==> config.mk <==
export PLATFORM = sky130hd
export DESIGN_NAME = boss_danmaku
export DESIGN_NICKNAME = d
export VERILOG_FILES = /design/src/rtl/boss_danmaku.sv
export SDC_FILE = /design/constraint.sdc
export NUM_CORES = 2
export LEC_CHECK = 0
export ABC_AREA = 1
export CAP_MARGIN = 20
export CORE_ASPECT_RATIO = 1.2
export CORE_MARGIN = 8
export CORE_UTILIZATION = 40
export DETAILED_ROUTE_END_ITERATION = 12
export GPL_ROUTABILITY_DRIVEN = 0
export PLACE_DENSITY_LB_ADDON = 0.25
export SLEW_MARGIN = 20
export SYNTH_ARGS = -nofsm -noshare
export SYNTH_HDL_FRONTEND = slang
export SYNTH_SLANG_ARGS = --single-unit
==> constraint.sdc <==
create_clock -name clk22 -period 4.5 [get_ports clk22]
set_input_delay 0.9 -clock clk22 [delete_from_list [all_inputs] [get_ports clk22]]
set_output_delay 0.9 -clock clk22 [all_outputs]
set_load 0.03 [all_outputs]
==> src/rtl/boss_danmaku.sv <==
// Boss bullet-pattern engine: NB bullet slots fired in volleys from the boss origin.
// Latency: volley spawns PERIOD+1 ticks after entering COOL; positions/hit update one tick after inputs.
// Backpressure: none; free-running game tick, bullets simply fail to spawn when every slot is busy.
// Ports: clk22/rst (sync, active-high); boss/gamestart clear the block; mode selects fan/aimed/bounce;
//        bossx/bossy = volley origin; reimux/reimuy = player centre; alive/bx/by = packed slot state;
//        hit = registered collision pulse; hit_count = saturating hit counter.
module boss_danmaku #(
    parameter int NB     = 8,
    parameter int W      = 10,
    parameter int PERIOD = 24,
    parameter int DY     = 8,
    parameter int DXU    = 3,
    parameter int XMIN   = 30,
    parameter int XMAX   = 410,
    parameter int YMIN   = 8,
    parameter int YMAX   = 472,
    parameter int HR     = 11
) (
    input  logic            clk22,
    input  logic            rst,
    input  logic            boss,
    input  logic            gamestart,
    input  logic [1:0]      mode,
    input  logic [W-1:0]    bossx,
    input  logic [W-1:0]    bossy,
    input  logic [W-1:0]    reimux,
    input  logic [W-1:0]    reimuy,
    output logic [NB-1:0]   alive,
    output logic [NB*W-1:0] bx,
    output logic [NB*W-1:0] by,
    output logic            hit,
    output logic [7:0]      hit_count
);

    typedef enum logic [1:0] {IDLE, COOL, VOLLEY} state_t;

    // Bounds held at W+1 bits so they compare directly against the carry-extended next position.
    localparam logic [W:0]   XLO  = (W+1)'(XMIN);
    localparam logic [W:0]   XHI  = (W+1)'(XMAX);
    localparam logic [W:0]   YLO  = (W+1)'(YMIN);
    localparam logic [W:0]   YHI  = (W+1)'(YMAX);
    localparam logic [W:0]   DYW  = (W+1)'(DY);
    localparam logic [W-1:0] HRW  = W'(HR);
    localparam logic signed [4:0] DXU5 = 5'(DXU);

    state_t         state;
    logic [7:0]     cnt;
    logic           clr;
    logic           volley;
    logic [NB-1:0]  coll;
    logic [W-1:0]   spawn_y;
    logic signed [4:0] aim_dx;

    assign clr     = rst | gamestart | ~boss;
    assign volley  = (state == VOLLEY);
    assign spawn_y = bossy + W'(16);

    always_comb begin
        aim_dx = '0;
        if (reimux > bossx)
            aim_dx = DXU5;
        else if (reimux < bossx)
            aim_dx = -DXU5;
    end

    // Sequencer plus the hit pulse/counter. !boss clears everything except hit_count.
    always_ff @(posedge clk22) begin
        if (clr) begin
            state <= IDLE;
            cnt   <= '0;
            hit   <= 1'b0;
            if (rst | gamestart)
                hit_count <= '0;
        end else begin
            hit <= |coll;
            if ((|coll) && (hit_count != 8'hFF))
                hit_count <= hit_count + 8'd1;
            case (state)
                IDLE: begin
                    state <= COOL;
                    cnt   <= '0;
                end
                COOL: begin
                    if (cnt == 8'(PERIOD - 1))
                        state <= VOLLEY;
                    else
                        cnt <= cnt + 8'd1;
                end
                VOLLEY: begin
                    cnt   <= '0;
                    state <= COOL;
                end
                default: begin
                    state <= IDLE;
                    cnt   <= '0;
                end
            endcase
        end
    end

    for (genvar i = 0; i < NB; i++) begin : g_slot
        localparam logic signed [4:0] FAN = 5'((i % 5 - 2) * DXU);

        logic              on;
        logic              bnc;
        logic [W-1:0]      x;
        logic [W-1:0]      y;
        logic signed [4:0] d;
        logic [W:0]        nx;
        logic [W:0]        ny;
        logic [W-1:0]      ax;
        logic [W-1:0]      ay;

        // One extra bit catches wrap past 0 or 2^W; the sign-extended step handles negative dx.
        assign nx = {1'b0, x} + {{(W-4){d[4]}}, d};
        assign ny = {1'b0, y} + DYW;

        // Larger-minus-smaller so the distance never wraps.
        assign ax = (x > reimux) ? (x - reimux) : (reimux - x);
        assign ay = (y > reimuy) ? (y - reimuy) : (reimuy - y);
        assign coll[i] = on && (ax < HRW) && (ay < HRW);

        always_ff @(posedge clk22) begin
            if (clr) begin
                on  <= 1'b0;
                bnc <= 1'b0;
                x   <= bossx;
                y   <= bossy;
                d   <= '0;
            end else if (on) begin
                // Collision outranks exit and bounce; a dead slot keeps its last position.
                if (coll[i]) begin
                    on <= 1'b0;
                end else if (nx[W] || ny[W] || (ny < YLO) || (ny > YHI)) begin
                    on <= 1'b0;
                end else if ((nx < XLO) || (nx > XHI)) begin
                    if (bnc) begin
                        x <= (nx < XLO) ? XLO[W-1:0] : XHI[W-1:0];
                        y <= ny[W-1:0];
                        d <= -d;
                    end else begin
                        on <= 1'b0;
                    end
                end else begin
                    x <= nx[W-1:0];
                    y <= ny[W-1:0];
                end
            end else if (volley) begin
                // Only slots already dead at the start of the volley tick respawn.
                on  <= 1'b1;
                x   <= bossx;
                y   <= spawn_y;
                d   <= (mode == 2'd1) ? aim_dx : FAN;
                bnc <= (mode == 2'd2);
            end
        end

        assign alive[i]       = on;
        assign bx[i*W +: W]   = x;
        assign by[i*W +: W]   = y;
    end

endmodule

* After elaboration in Yosys (flattened, before gate mapping)
Index checks and enable logic that the tools add are counted.
** Cells by class
- Add/sub/neg operators :: 59
- $lt $le $gt $ge :: 66
- Equal/unequal tests :: 64
- Multiplexer cells :: 220
- Bitwise gates (word level) :: 12
- Reduce and logical (&&, ||, !) cells :: 95
** Operators with widths (count)
- two-way mux 10 bit :: 114
- subtractor 10 bit :: 32
- two-way mux 5 bit :: 52
- greater-than comparator 11 x 9 -> 1 bit (second input constant) :: 16
- greater-than comparator 10 bit :: 17
- < comparator 10 x 4 -> 1 bit (second input constant) :: 16
- adder 10 x 11 -> 11 bit :: 8
- adder 10 x 4 -> 11 bit (second input constant) :: 8
- < comparator 11 x 4 -> 1 bit (second input constant) :: 8
- < comparator 11 x 5 -> 1 bit (second input constant) :: 8
- two-way mux 9 bit :: 8
- inequality test 3 bit (second input constant) :: 16
- two-way mux 1 bit :: 41
- negator 5 bit :: 8
- AND reduction 5 bit :: 8
- inequality test 2 x 1 -> 1 bit (second input constant) :: 17
- inequality test 2 bit (second input constant) :: 17
- logical OR 1 bit :: 32
- inequality test 4 bit (second input constant) :: 8
- AND reduction 4 bit :: 8
- two-way mux 8 bit :: 3
- nonzero test 3 bit :: 8
- AND reduction 2 bit :: 9
- nonzero test 2 bit :: 9
- 15 further kinds :: 45
** Storage, ports and cells
- Register bits :: 235
- Input bits :: 46
- Output and inout port bits :: 177
- Word-level logic and storage cells :: 560

* Logic depth before layout (Yosys ltp)
- Depth in word-level cells :: 9
- Depth in mapped cells :: 23
- Depth with buffers taken out :: 22

* Least setup slack after synthesis
No wires, ideal clock.
- Kind :: input to register
- From :: input port reimuy[1]
- To :: register g_slot[3].x[0], enable pin
- Data arrival time :: 3.449 ns
- Path slack :: 0.661 ns
- Stages on the path :: 15
- Path buffers :: 0
- Cell sequence :: inv_1 > fa_1 > nand3_1 > nand2_1 > nand2_1 > o21ai_0 > xor2_1 > nand2_1 > nand2_1 > nor2_1 > nand2_1 > nor2_1 > nand2_2 > a21oi_1 > nor2_1
** On the way
- Word-level cells in the longest chain between the ends :: 6
- Elaborated cells on any way between the ends :: 8
- Those cells by class :: 2 x add/sub; 2 x order compare; 1 x eq/ne; 1 x mux; 2 x reduce/logical
** RTL lines
- from (decl) :: line 27 : input logic [W-1:0] reimuy,
- subtractor 10 bit / greater-than comparator 10 bit (equally long branches) :: line 120 : assign ay = (y > reimuy) ? (y - reimuy) : (reimuy - y);
- two-way mux 10 bit * :: line 120
- < comparator 10 x 4 -> 1 bit * :: line 121 : assign coll[i] = on && (ax < HRW) && (ay < HRW);
- logical AND 1 bit * :: line 121
- inequality test 3 bit (no line) *
- AND reduction 4 bit (no line) *
- to (signal assigned) :: line 127 : x <= bossx;
- to (signal assigned) :: line 138 : x <= (nx < XLO) ? XLO[W-1:0] : XHI[W-1:0];
- to (signal assigned) :: line 145 : x <= nx[W-1:0];
- to (decl) :: line 106 : logic [W-1:0] x;
Mark *: on every way between the ends. The rest lies on a longest branch, timed or not.
A chain may end at the register's enable or synchronous reset.

* Worst setup path in the final report
- From :: input port reimux[7]
- To :: register hit_count[7], enable pin
** On the way
- Word-level cells in the longest chain between the ends :: 9
- Elaborated cells on any way between the ends :: 60
- Those cells by class :: 16 x add/sub; 16 x order compare; 8 x mux; 20 x reduce/logical
** RTL lines
- from (decl) :: line 26 : input logic [W-1:0] reimux,
- subtractor 10 bit / greater-than comparator 10 bit (equally long branches) :: line 119 : assign ax = (x > reimux) ? (x - reimux) : (reimux - x);
- two-way mux 10 bit :: line 119
- < comparator 10 x 4 -> 1 bit :: line 121
- logical AND 1 bit (2 in a row) :: line 121
- OR reduction 8 bit * :: line 76 : if ((|coll) && (hit_count != 8'hFF))
- logical AND 1 bit * :: line 76
- nonzero test 2 bit (no line) *
- AND reduction 2 bit (no line) *
- to (signal assigned) :: line 77 : hit_count <= hit_count + 8'd1;
- to (decl) :: line 32 : output logic [7:0] hit_count
Marked as above.

==> results.ini <==
[run_status]
status = finished, final reports clean

[sta]
fmaxAchievable_mhz = 243
hold_viol = 0
drv_slew = 0
rsz0062_at_grt = false
setup_viol = 0
holdWs_ns = 0.469
worst_pin_slew_ns = 0.883
max_slew_margin = 0.411
period_minus_slack_ns = 4.12
period_share = 0.916
finClkSkew_ns = 0.0249
setup_tns_ns = 0

[final_layout]
syn_to_final_growth_pct = 18.4
fin_cells = 6693
diodes = 0
drive_above_1_share = 0.0784
final_core_util = 0.476
nNetsFinal = 6056

[yosys]
yosysUniqueCellTypes = 64
syn-instance-count = 5146
synth-adder-area-share = 0.182
ys.warnings.count = 0
synthTopCellsByCount = nand2_1, inv_1, nor2_1, ha_1, nand3_1
ys_ff_latch = 235
synth_xor_area_frac = 0.0578
syn_area_mm2 = 0.0333
yosys.cell_count.top_type = nand2_1
synthTopCellsByArea = nand2_1, ha_1, edfxtp_1, inv_1, nand3_1
muxShareOfSynthArea = 0.000301
syn_avg_cell_area_um2 = 6.47
synth_flop_cell = edfxtp_1
synth_edf_count = 168
syn-num-nets = 5653
synth_compound_area_frac = 0.120
synth_top_area_frac = 0.166
yosysSeqAreaShare = 0.192
yosysTopAreaCell = nand2_1
async_flop_share = 0
synth-simple-area-share = 0.336
synth_top_family_by_area = simple AND/OR/NAND/NOR gates

[drt]
vias = 35373
antenna_left = 0
drt_wl_total_um = 128000
drc = 0
viasPerCell = 5.29
first_pass_iters = 8
wl_per_cell_um = 19.1
drt_iter0_drc = 3220

[floorplanning]
start_util = 0.402
die_w_um = 279
die-area_mm2 = 0.0927
ios = 223
core-area_mm2 = 0.0829
fp.dieH_um = 332
rows = 116

[run]
cap_violations = 0

[placement]
dp_hpwl_um = 103000
dpl.cell_count = 6639
port_buffers = 222

[setup_path]
end_kind = flip-flop
setup.worst_path.start_class = input pin
cp_cell_sequence = clkdlybuf4s50_1 -> inv_1 -> buf_4 -> ha_1 -> nand2_2 -> inv_1 -> a21oi_2 -> nand2_2 -> nand2_2 -> nand2_4 -> nand2_4 -> inv_2 -> nand2_1 -> nand2_1 -> nand2_1 -> nor2_1 -> nand4_2 -> nand2_1 -> nor2_1 -> nand2_1 -> nand3_1 -> nand2_1 -> buf_4
timing.rr.start = g_slot[4].x[3]
crit_required_ns = 4.87
crit_top_cell = nand2_1
ff2ff_setup_slack_ns = 0.88
worst_ep_arrival_time_ns = 4.48
reg2reg_depth = 17
cp_slowest_stage_delay_ns = 0.43
crit_fanout = 9
crit_slowest_cell = clkdlybuf4s50_1
critPathKind = in -> reg
r2r-end = hit_count[7]

[clock_tree]
cts.sinks = 235
clkLatencyLatePin_ns = 0.62
cts_made_buffers = 29
clockRootBuffer = clkbuf_16
cts_tree = done
cts_resized = 0
htree_num_levels = 1
cts.path.max_buffers = 3
hold_buffers = 0
post-cts-setup-buffers = 0
clkTransAtPathRegs_ns = 0.06

[global_route]
grt_pass1_wl_um = 193000
grt-ovfl-total = 0
first_global_vias = 33083
antenna_found_initial = 3
grtUsageTotal = 0.265
grt_max_degree = 25

[worst_hold_path]
whs_path_depth = 2
hp-class = reg -> reg
holdCritStartpoint = g_slot[6].bnc
hold_end = g_slot[6].bnc

[pwr]
powerDensity_mw_per_mm2 = 241
leakage_nw = 20.6
peakVddDrop_mv = 0.306
report.power.total_w = 0.00951

==> per-layer routing <==
layer / share of wire / GRT usage
met1: 0.42 / 0.345
met2: 0.44 / 0.424
met3: 0.077 / 0.0326
met4: 0.064 / 0.143
met5: 0 / 0
==> layout make-up <==
cell class                      count  area [µm²]
Fill cell                        8544       43500
Multi-Input combinational cell   3955       23200
Clock buffer                       45         856
Inverter                          864        3240
Tap cell                         1121        1400
Clock inverter                      9        98.8
Timing Repair Buffer              464        4250
Sequential cell                   235        6390
==> flip-flops by register name, summed over array words and instances, names as in the netlist <==
| name | count |
|---|---|
| g_slot.x | 80 |
| g_slot.on | 8 |
| cnt | 8 |
| g_slot.bnc | 8 |
| g_slot.d | 40 |
| g_slot.y | 80 |
| state | 2 |
| hit | 1 |
| hit_count | 8 |
==> worst max-delay path: cells and delay by family <==
| kind | cells | cell delay [ns] |
|---|---|---|
| buffers and inverters | 6 | 1.42 |
| adder cells (fa/ha/maj) | 1 | 0.33 |
| AO/OA/AOI/OAI | 1 | 0.17 |
| AND/OR/NAND/NOR | 15 | 1.65 |
==> worst max path at each step <==
stage,endpoint,depth (start not counted),from
2_1_floorplan,g_slot[3].x[0],15,reimuy[1]
3_3_place_gp,hit_count[4],23,reimux[7]
3_5_place_dp,hit_count[4],23,reimux[7]
4_1_cts,hit_count[4],23,reimux[7]
5_1_grt,hit_count[4],20,reimux[2]
6_report,hit_count[7],23,reimux[7]
==> through the flow <==
stage	area (µm²)	setup slack, ns
after floorplan	33300	0.661
after global placement	38500	-0.256
after detailed placement	38500	-0.272
after CTS	39400	0.344
after global routing	39400	0.184
final	39400	0.380
==> cell usage in the layout (no fill, tap or decap), types with 29 or more instances in the layout <==
cell             count
buf_4              225
o21ai_0            147
nand3_1            384
xnor2_1             50
nor2_1             459
edfxtp_1           168
nand4_1            109
a21oi_1            289
clkdlybuf4s50_1    222
inv_1              828
o221ai_1            43
fa_1                40
xor2_1             164
ha_1               421
nand2_2             36
clkbuf_16           29
nand2_1           1468
dfxtp_1             67
==> power breakdown <==
group | internal (W) | leakage, nW | switching [W] | total [W]
Sequential | 0.00245 | 2.30 | 0.000230 | 0.00268
Clock | 0.00137 | 0.467 | 0.00108 | 0.00245
Combinational | 0.00160 | 17.9 | 0.00278 | 0.00438
==> cell families after synthesis <==
family                     Yosys count
and+or+nand+nor                   2597
buffers and inverters              956
AOI/OAI and AO/OA                  679
adders and majority gates          461
DFF                                235
xor gates and xnor gates           217
muxes                                1
Note: power is estimated with default switching activity, not from simulation.
